--- src/rtl/time_count.sv ---
// BCD 24-hour time-of-day counter (hh:mm:ss) advanced by a one-second enable plus correction strobes.
// Latency: every field updates on the first CLK edge that samples its enable; outputs come straight from flops.
// Backpressure: none; strobes are level-sampled every cycle and a held strobe advances once per cycle.
module time_count (
  input  logic       CLK,
  input  logic       RESETL,
  input  logic       EN1HZ,
  input  logic       sec_resetl,
  input  logic       min_inc,
  input  logic       hour_inc,
  output logic [2:0] sec_h,
  output logic [3:0] sec_l,
  output logic [2:0] min_h,
  output logic [3:0] min_l,
  output logic [1:0] hour_h,
  output logic [3:0] hour_l
);

  logic [2:0] sec_h_q, sec_h_d;
  logic [3:0] sec_l_q, sec_l_d;
  logic [2:0] min_h_q, min_h_d;
  logic [3:0] min_l_q, min_l_d;
  logic [1:0] hour_h_q, hour_h_d;
  logic [3:0] hour_l_q, hour_l_d;

  logic sec_legal, sec_is_59, sec_carry;
  logic min_legal, min_is_59, min_step, min_carry;
  logic hour_legal, hour_is_23, hour_step;

  // Field status decode; carries ripple combinationally so 23:59:59 wraps in one edge.
  always_comb begin
    sec_legal  = (sec_l_q <= 4'd9) && (sec_h_q <= 3'd5);
    sec_is_59  = (sec_h_q == 3'd5) && (sec_l_q == 4'd9);
    sec_carry  = sec_resetl & EN1HZ & sec_is_59;

    min_legal  = (min_l_q <= 4'd9) && (min_h_q <= 3'd5);
    min_is_59  = (min_h_q == 3'd5) && (min_l_q == 4'd9);
    min_step   = sec_carry | min_inc;
    // Only a seconds rollover carries into hours; the minute correction strobe wraps silently.
    min_carry  = sec_carry & min_is_59;

    hour_legal = (hour_l_q <= 4'd9) &&
                 ((hour_h_q < 2'd2) || ((hour_h_q == 2'd2) && (hour_l_q <= 4'd3)));
    hour_is_23 = (hour_h_q == 2'd2) && (hour_l_q == 4'd3);
    hour_step  = min_carry | hour_inc;
  end

  // Seconds next state: clear has priority over the 1 Hz tick; illegal contents reload 0 on a tick.
  always_comb begin
    sec_h_d = sec_h_q;
    sec_l_d = sec_l_q;
    if (!sec_resetl) begin
      sec_h_d = 3'd0;
      sec_l_d = 4'd0;
    end else if (EN1HZ) begin
      if (!sec_legal || sec_is_59) begin
        sec_h_d = 3'd0;
        sec_l_d = 4'd0;
      end else if (sec_l_q == 4'd9) begin
        sec_h_d = sec_h_q + 3'd1;
        sec_l_d = 4'd0;
      end else begin
        sec_l_d = sec_l_q + 4'd1;
      end
    end
  end

  // Minutes next state: one +1 per cycle whether from carry, correction or both.
  always_comb begin
    min_h_d = min_h_q;
    min_l_d = min_l_q;
    if (min_step) begin
      if (!min_legal || min_is_59) begin
        min_h_d = 3'd0;
        min_l_d = 4'd0;
      end else if (min_l_q == 4'd9) begin
        min_h_d = min_h_q + 3'd1;
        min_l_d = 4'd0;
      end else begin
        min_l_d = min_l_q + 4'd1;
      end
    end
  end

  // Hours next state: 00..23 with 23 wrapping to 00; out-of-range contents reload 0.
  always_comb begin
    hour_h_d = hour_h_q;
    hour_l_d = hour_l_q;
    if (hour_step) begin
      if (!hour_legal || hour_is_23) begin
        hour_h_d = 2'd0;
        hour_l_d = 4'd0;
      end else if (hour_l_q == 4'd9) begin
        hour_h_d = hour_h_q + 2'd1;
        hour_l_d = 4'd0;
      end else begin
        hour_l_d = hour_l_q + 4'd1;
      end
    end
  end

  // Digit registers; asynchronous reset forces 00:00:00 regardless of any pending carry.
  always_ff @(posedge CLK or negedge RESETL) begin
    if (!RESETL) begin
      sec_h_q  <= 3'd0;
      sec_l_q  <= 4'd0;
      min_h_q  <= 3'd0;
      min_l_q  <= 4'd0;
      hour_h_q <= 2'd0;
      hour_l_q <= 4'd0;
    end else begin
      sec_h_q  <= sec_h_d;
      sec_l_q  <= sec_l_d;
      min_h_q  <= min_h_d;
      min_l_q  <= min_l_d;
      hour_h_q <= hour_h_d;
      hour_l_q <= hour_l_d;
    end
  end

  assign sec_h  = sec_h_q;
  assign sec_l  = sec_l_q;
  assign min_h  = min_h_q;
  assign min_l  = min_l_q;
  assign hour_h = hour_h_q;
  assign hour_l = hour_l_q;

endmodule

--- config.mk ---
export PLATFORM = sky130hd
export DESIGN_NAME = time_count
export DESIGN_NICKNAME = d
export VERILOG_FILES = /design/src/rtl/time_count.sv
export SDC_FILE = /design/constraint.sdc
export NUM_CORES = 1
export LEC_CHECK = 0
export BUFFER_PORTS_ARGS = -buffer_cell sky130_fd_sc_hd__buf_4
export CAP_MARGIN = 10
export CORE_MARGIN = 2
export CORE_UTILIZATION = 35
export CTS_BUF_LIST = sky130_fd_sc_hd__clkbuf_8 sky130_fd_sc_hd__clkbuf_16
export CTS_CLUSTER_SIZE = 28
export DETAILED_ROUTE_END_ITERATION = 8
export HOLD_SLACK_MARGIN = 0.1
export SLEW_MARGIN = 20
export SYNTH_ARGS = -nofsm -noshare
export SYNTH_HDL_FRONTEND = slang
export SYNTH_SLANG_ARGS = --single-unit
export TNS_END_PERCENT = 20
--- constraint.sdc ---
create_clock -name CLK -period 2.65 [get_ports CLK]
set_input_delay 0.1325 -clock CLK [delete_from_list [all_inputs] [get_ports CLK]]
set_output_delay 0.1325 -clock CLK [all_outputs]
set_load 0.005 [all_outputs]
==> impl_metrics.tcl, run 1 <==
set metrics [dict create \
    run_status "completed" \
    drt_pass_1_iters 4 \
    rsz0062_at_grt "false" \
    worstSkewPairLatency_ns 0.26 \
    combinationalPowerShare 0.426 \
    busiest_layer "met2" \
    post-layout-total-power_w 0.00136 \
    cp_cell_sequence "inv_1 -> ha_1 -> nand4_1 -> nor4_4 -> nor2_2 -> nor2_4 -> mux2_4" \
    cell_area_reported_after_detailed_placement_mm2 0.00151 \
    antenna_cells_inserted 0 \
    met2_routing_resource_usage_after_global_routing 0.242 \
    place.detailed.hpwl_mm 2.08 \
    holdCritPathClass "input pin to register" \
    routabilityCongestion 0.873 \
    seqPwrFrac 0.398 \
    synth.largest_area_cell "sky130_fd_sc_hd__dfrtp_1" \
    ys_ff_latch 20 \
    finalCritPeriodShare 0.769 \
    gr-usage-all-layers 0.149 \
    synth-edff-count 0 \
    area_share_of_the_largest_cell_type_after_synthesis 0.388 \
    placement_rows 22 \
    io_port_bufs 25 \
    arrival_time_of_data_at_the_critical_path_endpoint_ns 2.19 \
    largest_net_degree_at_the_start_of_global_routing 21 \
    setup_violations 0 \
    first_global_vias 1080 \
    max_ir_drop_vdd_mv 0.211 \
    htreeDepth 1 \
    wire_per_inst_um 13.0 \
    critical_path.slowest_cell "sky130_fd_sc_hd__dfrtp_1" \
    tritoncts "yes" \
    timing.critical_path.buf_inv 1 \
    cts_inserted_buffers 3 \
    wirelength_mm 2.77 \
    path_class "register to register" \
    startpoint_type "register" \
    yosys.cell_types.count 49 \
    synth-adder-area-share 0.0484 \
    switching_share_of_total_power 0.380 \
    most_used_dff_post_synth "sky130_fd_sc_hd__dfrtp_1" \
    biggest_area_contributors_in_the_synthesized_netlist "sky130_fd_sc_hd__dfrtp_1, sky130_fd_sc_hd__o21ai_0, sky130_fd_sc_hd__ha_1" \
    synth_top_family_by_area "simple AND/OR/NAND/NOR gates" \
    finClkSkew_ns 0.00157 \
    power.static_leakage_nw 0.675 \
    synth.yosys.seq_area_share 0.388 \
    asyncSetResetFlopFracSynth 1.00 \
    clock_power_share 0.176 \
    crit_family "simple AND/OR/NAND/NOR gates" \
    synth.most_common_cell "sky130_fd_sc_hd__dfrtp_1" \
    grt_antenna_before_repair 0 \
    cts.sinks 20 \
    synth_xor_xnor_area_share 0.0136 \
    setup_tns_ns 0 \
    power.density_mw_per_mm2 863 \
    use_met3 0.0226 \
    internal-power_w 0.000845 \
    floorplan.initialDensity 0.358 \
    peak_clock_frequency_supported_by_timing_ghz 0.490 \
    yosys_warnings 0 \
    worstSetupEndpointType "register" \
    timing.max_slew.rel_slack 0.649 \
    design.die.area_mm2 0.00419 \
    cts.repair_timing.setup_buffer_count 0 \
    i_o_pins 26 \
    grt_pass1_wl_mm 4.90 \
    max_cap_violations 0 \
    power_switching_w 0.000518 \
    ant_nets 0 \
    postSynthCellCount 139 \
    synthMuxAreaShare 0.0397 \
    area_fraction_in_compound_gates_after_synthesis 0.206 \
    drive_gt1_frac 0.248 \
    num_vias 1136 \
    die_w_um 64.7 \
    timing.final.crit_period_ns 2.04 \
    synth.cell_area_mm2 0.00129 \
    layout.core_utilization 0.438 \
    core_area_mm2 0.00361 \
    cpPeakStageDelay_ns 0.45 \
    detail_route.drc_violations 0 \
    synthSimpleGateAreaFrac 0.265 \
    synth_commonest_cells "sky130_fd_sc_hd__dfrtp_1, sky130_fd_sc_hd__nor2_1, sky130_fd_sc_hd__o21ai_0" \
    tightestPinTransition_ns 0.523 \
    clkSlewWorstSetupHoldPaths_ns 0.08 \
    syn-mean-instance-area_um2 9.29 \
    finalMaxSlewViolations 0 \
    worst_setup_timing_slack_at_the_placement_stage_ns 0.621 \
    die_h_um 64.7 \
    post_drt_via_cell_ratio 5.33 \
    post_cts.resized_instances 0 \
    synth_fp_nets 150 \
    clk_buf_depth 2 \
    post-route-worst-setup-slack_ns 0.611 \
    grt_overflow 0 \
    cp_data_required_time_ns 2.80 \
    cts_root_buf "sky130_fd_sc_hd__clkbuf_8" \
    m1_gr_usage 0.198 \
    areaGrowthSynthToFinish_pct 22.3 \
    nets 177 \
    dr.first_iter.drc_count 103 \
    critical_path.max_fanout 6 \
    timing_hold_violations_final 0 \
    design_area_mm2 0.00158 \
]
[timing repair]
item | in CTS | in global routing
hold endpoints to repair | 20 | 0
setup endpoints to repair | 0 | 0
hold buffers | 1 | 0
[flip-flops by register name, indices dropped and copies added, names as in the netlist]
name	cells
sec_l	4
hour_h	2
hour_l	4
min_l	4
sec_h	3
min_h	3
[worst reg2reg max path: stages (launching register included)]
cell,delay [ns]
sky130_fd_sc_hd__dfrtp_1,0.45
sky130_fd_sc_hd__inv_1,0.08
sky130_fd_sc_hd__ha_1,0.20
sky130_fd_sc_hd__nand4_1,0.19
sky130_fd_sc_hd__nor4_4,0.39
sky130_fd_sc_hd__nor2_2,0.12
sky130_fd_sc_hd__nor2_4,0.18
sky130_fd_sc_hd__mux2_4,0.31
[area by class of cell]
class / instances / area, um2
timing repair buffer: 26 / 198
multi-input combinational: 108 / 739
inverter: 7 / 26.3
tap: 48 / 60.1
clock buffer: 4 / 55.1
fill: 370 / 2030
sequential: 20 / 500
[kinds of logic after synthesis]
family          Yosys count
simple gates             56
compound gates           41
flops                    20
buf+inv                  11
fa+ha+maj                 5
mux                       4
xor+xnor                  2
[power groups by stage]
stage	Combinational, W	Clock [W]	Sequential, W
detailed placement	0.000584	0	0.000550
CTS	0.000589	0.000246	0.000543
floorplan	0.000388	0	0.000513
global route	0.000661	0.000262	0.000568
finish	0.000581	0.000240	0.000542
global placement	0.000573	0	0.000542
[placed cells by master (no fill, tap or decap), types with 2 or more instances in the layout]
cell type	instances
sky130_fd_sc_hd__o211ai_1	2
sky130_fd_sc_hd__nand4_1	4
sky130_fd_sc_hd__o21ai_0	14
sky130_fd_sc_hd__inv_1	7
sky130_fd_sc_hd__clkbuf_8	4
sky130_fd_sc_hd__dfrtp_1	20
sky130_fd_sc_hd__nor2_1	14
sky130_fd_sc_hd__nor3_1	6
sky130_fd_sc_hd__buf_4	25
sky130_fd_sc_hd__o31ai_1	3
sky130_fd_sc_hd__ha_1	5
sky130_fd_sc_hd__nor3b_1	2
sky130_fd_sc_hd__a21oi_1	8
sky130_fd_sc_hd__and2_1	2
sky130_fd_sc_hd__mux2_4	2
sky130_fd_sc_hd__a21boi_0	2
sky130_fd_sc_hd__nand2_1	9
sky130_fd_sc_hd__nor2b_1	5
[worst paths after layout]
kind                             from         to  slack (ns)  depth (start not counted)
min                        sec_resetl   sec_l[3]        0.14                          2
min reg2reg                  min_h[0]   min_h[0]        0.55                          1
max in group asynchronous      RESETL   min_h[0]        2.15                          2
min in group asynchronous      RESETL   min_l[2]        0.29                          2
max reg2reg                  sec_h[1]  hour_h[0]        0.61                          7
max                          sec_h[1]  hour_h[0]        0.61                          7
[routing by layer]
metal / up-vias / part of all wire
met3: 5 / 0.034
met2: 25 / 0.49
met1: 545 / 0.46
li1: 561 / -
met4: 0 / 0.015
met5: - / 0
[stage by stage]
step,cells,hold slack (ns)
2_1_floorplan,139,-0.163
3_3_place_gp,208,0.0339
3_5_place_dp,208,0.0354
4_1_cts,213,0.144
5_1_grt,213,0.151
6_report,213,0.142
No activity file was read; power rests on OpenSTA's default activity.
==> inputs of run 2 (changes only) <==
Clock period 2.65 ns to 2 ns, I/O delays scaled along.
==> run 2 against run 1 <==
Effect of this change: sequential cell count unchanged; largest cell class unchanged; worst hold slack worse by 0.016 ns; clock power is 30% higher; total power grew 35%; first-iteration DRC count decreased by 49%; routed wire length up 4.3%; critical path depth is the same.
==> impl_metrics.tcl, run 2 (same netlist as run 1, synthesis figures left out) <==
set metrics [dict create \
    setup_tns_ns 0 \
    clkSlewWorstSetupHoldPaths_ns 0.08 \
    post_drt_via_cell_ratio 5.19 \
    i_o_pins 26 \
    gr-usage-all-layers 0.148 \
    finClkSkew_ns 0.00407 \
    core_area_mm2 0.00361 \
    ant_nets 0 \
    seqPwrFrac 0.380 \
    areaGrowthSynthToFinish_pct 27.5 \
    grt_pass1_wl_mm 4.95 \
    internal-power_w 0.00114 \
    power.static_leakage_nw 0.724 \
    drt_pass_1_iters 4 \
    finalMaxSlewViolations 0 \
    post-route-worst-setup-slack_ns 0.131 \
    drive_gt1_frac 0.287 \
    post_cts.resized_instances 0 \
    die_h_um 64.7 \
    routabilityCongestion 0.905 \
    placed_cells_incl_taps 216 \
    power_switching_w 0.000698 \
    final_cell_mix "sky130_fd_sc_hd__buf_4, sky130_fd_sc_hd__dfrtp_1, sky130_fd_sc_hd__nor2_1, sky130_fd_sc_hd__o21ai_0, sky130_fd_sc_hd__nand2_1" \
    worstSkewPairLatency_ns 0.26 \
    place.detailed.hpwl_mm 2.19 \
    wire_per_inst_um 13.0 \
    min_delay_path_depth 2 \
    cp_launch_point "sec_h[1]" \
    critical_path.max_fanout 4 \
    power.density_mw_per_mm2 1110 \
    design_area_mm2 0.00165 \
    nets 186 \
    grt_overflow 0 \
    combinationalPowerShare 0.450 \
    cts.sinks 20 \
    cp_data_required_time_ns 2.15 \
    antenna_cells_inserted 0 \
    cell_area_reported_after_detailed_placement_mm2 0.00157 \
    holdCritPathClass "input pin to register" \
    tightestPinTransition_ns 0.379 \
    r2r-start "sec_h[1]" \
    detail_route.drc_violations 0 \
    finalCritPeriodShare 0.935 \
    cts_root_buf "sky130_fd_sc_hd__clkbuf_8" \
    max_ir_drop_vdd_mv 0.281 \
    first_global_vias 1141 \
    arrival_time_of_data_at_the_critical_path_endpoint_ns 2.02 \
    htreeDepth 1 \
    grt_antenna_before_repair 0 \
    wirelength_mm 2.89 \
    design.die.area_mm2 0.00419 \
    dr.first_iter.drc_count 53 \
    clock_power_share 0.170 \
    layout.filler_cells 359 \
    largest_net_degree_at_the_start_of_global_routing 21 \
    clk_buf_depth 2 \
    placement_rows 22 \
    most_common_library_cell_in_the_layout_ignoring_fill_and_taps "sky130_fd_sc_hd__buf_4" \
    switching_share_of_total_power 0.380 \
    worst_setup_timing_slack_at_the_placement_stage_ns 0.133 \
    r2r_cells 7 \
    floorplan.initialDensity 0.358 \
    path_class "register to register" \
    timing_hold_violations_final 0 \
    cts_inserted_buffers 3 \
    min-delay-start "sec_resetl" \
    startpoint_type "register" \
    timing.max_slew.rel_slack 0.746 \
    rsz0062_at_grt "false" \
    timing.final.crit_period_ns 1.87 \
    num_vias 1153 \
    io_port_bufs 25 \
    finish.cell_count_without_fillers 222 \
    worstSetupEndpointType "register" \
    max_cap_violations 0 \
    tritoncts "yes" \
    die_w_um 64.7 \
    setup_violations 0 \
    peak_clock_frequency_supported_by_timing_ghz 0.535 \
    run_status "completed" \
]
run 2: cell count changes in the layout (fill, tap and decap cells not counted), sizes merged:
cell and delta:
buf +9
run 2: cell type report:
type	count	area, um2	area share
inverter	7	26.3	0.0160
clock buffer	4	55.1	0.0334
tap	48	60.1	0.0365
multi-input combinational	108	739	0.449
sequential	20	500	0.304
timing repair buffer	35	265	0.161
run 2: worst max-delay path: stages, from the launching register on:
cell and delay, ns:
sky130_fd_sc_hd__dfrtp_1 0.38, sky130_fd_sc_hd__inv_1 0.06, sky130_fd_sc_hd__ha_1 0.15, sky130_fd_sc_hd__nand4_1 0.17, sky130_fd_sc_hd__nor4_4 0.40, sky130_fd_sc_hd__nor2_2 0.13
sky130_fd_sc_hd__nor2_4 0.18, sky130_fd_sc_hd__mux2_4 0.31
run 2: final timing paths:
| check | endpoint | slack, ns |
|---|---|---|
| setup / recovery | hour_h[0] | 0.13 |
| hold / removal | sec_l[3] | 0.13 |
| setup reg to reg | hour_h[0] | 0.13 |
| hold reg to reg | min_l[2] | 0.55 |
| max in group asynchronous | sec_h[1] | 1.53 |
| min in group asynchronous | hour_l[0] | 0.26 |
run 2: routing by layer:
| layer | wire length [um] | vias to the layer above | GRT usage |
|---|---|---|---|
| li1 | - | 574 | - |
| met1 | 1370 | 560 | 0.193 |
| met2 | 1400 | 17 | 0.246 |
| met3 | 102 | 2 | 0.0260 |
| met4 | 17 | 0 | 0.0505 |
| met5 | 0 | - | 0 |
run 2: metrics by stage:
stage | power [W] | hold WS [ns] | utilization
floorplan | 0.00119 | -0.196 | -
CTS | 0.00185 | 0.119 | 0.455
detailed placement | 0.00153 | 0.000562 | 0.437
finish | 0.00183 | 0.126 | 0.457
global route | 0.00199 | 0.113 | 0.457
global placement | 0.00149 | -0.0000997 | 0.437
run 2: power by group through the flow:
| stage | logic (W) | clock network [W] | registers (W) |
|---|---|---|---|
| 4_1_cts | 0.000835 | 0.000319 | 0.000696 |
| 5_1_grt | 0.000931 | 0.000345 | 0.000718 |
| 2_1_floorplan | 0.000514 | 0 | 0.000679 |
| 3_5_place_dp | 0.000829 | 0 | 0.000703 |
| 6_report | 0.000827 | 0.000312 | 0.000696 |
| 3_3_place_gp | 0.000802 | 0 | 0.000692 |
run 2: repair_timing:
action                                  in CTS  in global routing
hold endpoints to repair                    20                  0
hold buffers                                 1                  0
setup buffers                                0                  1
endpoints found under the setup margin       0                  1
==> inputs of run 3 (changes only) <==
Settings changed: ABC_AREA set to 1, HOLD_SLACK_MARGIN 0.1 to not set, PLACE_DENSITY set to 0.56.
==> run 3 against run 2 <==
Effect of this change: non-clock buffer count is 8 lower; via count shrank 0.35%; largest cell class unchanged; final cell count grew 13%; sequential power up 2%; critical path type unchanged; critical endpoint is now min_l[3].
==> impl_metrics.tcl, run 3 <==
set metrics [dict create \
    cts.repair_timing.setup_buffer_count 0 \
    cpPeakStageDelay_ns 0.43 \
    clkSlewWorstSetupHoldPaths_ns 0.08 \
    die_w_um 64.9 \
    i_o_pins 26 \
    post_drt_via_cell_ratio 4.60 \
    max_cap_violations 0 \
    routabilityCongestion 0.797 \
    finClkSkew_ns 0.00336 \
    clk_buf_depth 2 \
    postSynthCellCount 173 \
    path_class "register to register" \
    synth_commonest_cells "sky130_fd_sc_hd__nand2_1, sky130_fd_sc_hd__nor2_1, sky130_fd_sc_hd__inv_1" \
    ys_ff_latch 20 \
    cp_data_required_time_ns 2.17 \
    cts.sinks 20 \
    areaGrowthSynthToFinish_pct 24.2 \
    startpoint_type "register" \
    yosys_warnings 0 \
    synth_fp_nets 184 \
    synth_xor_xnor_area_share 0.0472 \
    cts_inserted_buffers 3 \
    setup_tns_ns 0 \
    synthSimpleGateAreaFrac 0.344 \
    tritoncts "yes" \
    post-layout-total-power_w 0.00197 \
    place.detailed.hpwl_mm 2.00 \
    critical_path.most_common_cell "sky130_fd_sc_hd__inv_1" \
    dr.first_iter.drc_count 51 \
    io_port_bufs 25 \
    design.die.area_mm2 0.00422 \
    max_ir_drop_vdd_mv 0.488 \
    largest_net_degree_at_the_start_of_global_routing 21 \
    drt_pass_1_iters 4 \
    rsz0062_at_grt "false" \
    die_h_um 64.9 \
    grt_antenna_before_repair 0 \
    grt_pass1_wl_mm 4.60 \
    grt_overflow 0 \
    timing.final.crit_period_ns 1.72 \
    wirelength_mm 2.66 \
    power.density_mw_per_mm2 1220 \
    peak_clock_frequency_supported_by_timing_ghz 0.581 \
    cell_area_reported_after_detailed_placement_mm2 0.00153 \
    synth.most_common_cell "sky130_fd_sc_hd__nand2_1" \
    synth.largest_area_cell "sky130_fd_sc_hd__dfrtp_1" \
    synth.cell_area_mm2 0.00130 \
    setup_violations 0 \
    yosys.cell_types.count 24 \
    post_cts.resized_instances 0 \
    biggest_area_contributors_in_the_synthesized_netlist "sky130_fd_sc_hd__dfrtp_1, sky130_fd_sc_hd__nand2_1, sky130_fd_sc_hd__nor2_1" \
    final_cell_mix "sky130_fd_sc_hd__nand2_1, sky130_fd_sc_hd__nor2_1, sky130_fd_sc_hd__buf_4" \
    syn-mean-instance-area_um2 7.51 \
    cp_cell_sequence "inv_1 -> ha_1 -> nand2_1 -> inv_1 -> nand3_4 -> o21bai_2 -> buf_4 -> nand3_1 -> o21ai_0" \
    finalCritPeriodShare 0.861 \
    most_used_dff_post_synth "sky130_fd_sc_hd__dfrtp_1" \
    first_global_vias 1050 \
    gr-usage-all-layers 0.139 \
    most_common_library_cell_in_the_layout_ignoring_fill_and_taps "sky130_fd_sc_hd__nand2_1" \
    tightestPinTransition_ns 0.392 \
    timing.max_slew.rel_slack 0.738 \
    power.static_leakage_nw 0.824 \
    synth_top_family_by_area "simple AND/OR/NAND/NOR gates" \
    drive_gt1_frac 0.223 \
    ant_nets 0 \
    run_status "completed" \
    htreeDepth 1 \
    core_area_mm2 0.00361 \
    timing_hold_violations_final 0 \
    placement_rows 22 \
    post_cts_hold_buffer_count 1 \
    num_vias 1149 \
    synth-adder-area-share 0.0481 \
    finalMaxSlewViolations 0 \
    area_share_of_the_largest_cell_type_after_synthesis 0.385 \
    synthMuxAreaShare 0.00770 \
    design_area_mm2 0.00161 \
    cts_root_buf "sky130_fd_sc_hd__clkbuf_8" \
    timing.critical_path.buf_inv 3 \
    arrival_time_of_data_at_the_critical_path_endpoint_ns 1.89 \
    floorplan.initialDensity 0.361 \
    critical_path.slowest_cell "sky130_fd_sc_hd__dfrtp_1" \
    nets 214 \
    worstSetupEndpointType "register" \
    synth.yosys.seq_area_share 0.385 \
    worstSkewPairLatency_ns 0.26 \
    synth-edff-count 0 \
    wire_per_inst_um 10.6 \
    antenna_cells_inserted 0 \
    area_fraction_in_compound_gates_after_synthesis 0.0789 \
    detail_route.drc_violations 0 \
    critical_path.max_fanout 10 \
    fin_worst_hold_slack_ns 0.182 \
    asyncSetResetFlopFracSynth 1.00 \
    crit_family "compound AO/OA/AOI/OAI gates" \
    holdCritPathClass "input pin to register" \
]
==> run 3: changes by cell type in the layout (fill, tap and decap cells not counted), moves of 5 or more <==
cell,previous run,this run
sky130_fd_sc_hd__a21oi_1,8,0
sky130_fd_sc_hd__buf_4,34,26
sky130_fd_sc_hd__inv_1,7,23
sky130_fd_sc_hd__nand2_1,9,40
sky130_fd_sc_hd__nand3_1,1,16
sky130_fd_sc_hd__nor2_1,14,27
sky130_fd_sc_hd__nor2b_1,5,0
sky130_fd_sc_hd__nor3_1,6,1
==> run 3: path summary, 6_finish.rpt <==
check | depth (start not counted) | slack (ns) | end | startpoint
min in group asynchronous | 2 | 0.26 | sec_h[1] | RESETL
worst min-delay path | 3 | 0.18 | sec_l[2] | EN1HZ
worst max-delay path | 9 | 0.28 | min_l[3] | sec_h[1]
worst min register to register | 2 | 0.56 | hour_h[0] | hour_h[0]
worst max register to register | 9 | 0.28 | min_l[3] | sec_h[1]
max in group asynchronous | 2 | 1.53 | min_l[3] | RESETL
==> run 3: logic make-up (layout without fill, tap and decap cells) <==
logic type      count (synthesis)  in the layout
buf+inv                        27             56
compound gates                 17             17
flops                          20             20
mux                             1              1
xor+xnor                        7              7
simple gates                   96             96
fa+ha+maj                       5              5
==> run 3: per-stage QoR <==
stage	std cells	utilization	setup WS, ns
2_1_floorplan	173	-	0.640
3_3_place_gp	245	0.425	0.371
3_5_place_dp	245	0.425	0.325
4_1_cts	250	0.448	0.270
5_1_grt	250	0.448	0.106
6_report	250	0.448	0.278
==> run 3: tightest hold or removal path, stage by stage <==
cell	delay, ns
sky130_fd_sc_hd__buf_4	0.12
sky130_fd_sc_hd__nand4_1	0.11
sky130_fd_sc_hd__o22ai_1	0.07
==> run 3: layout make-up <==
class	count	area [um2]
Timing Repair Buffer	27	205
Sequential cell	20	500
Clock inverter	1	30.0
Fill cell	360	1990
Inverter	25	93.8
Clock buffer	3	41.3
Tap cell	48	60.1
Multi-Input combinational cell	126	683
==> run 3: power breakdown <==
group / leakage [nW] / internal [W] / switching [W]
clock network: 0.0357 / 0.000267 / 0.000140
logic: 0.527 / 0.000404 / 0.000453
registers: 0.261 / 0.000535 / 0.000173
==> run 3: routing by layer <==
metal / routed length (um) / share of wire / GRT usage
met5: 0 / 0 / 0
met4: 19 / 0.0071 / 0.0479
met3: 124 / 0.047 / 0.0208
met2: 1270 / 0.48 / 0.236
met1: 1250 / 0.47 / 0.178
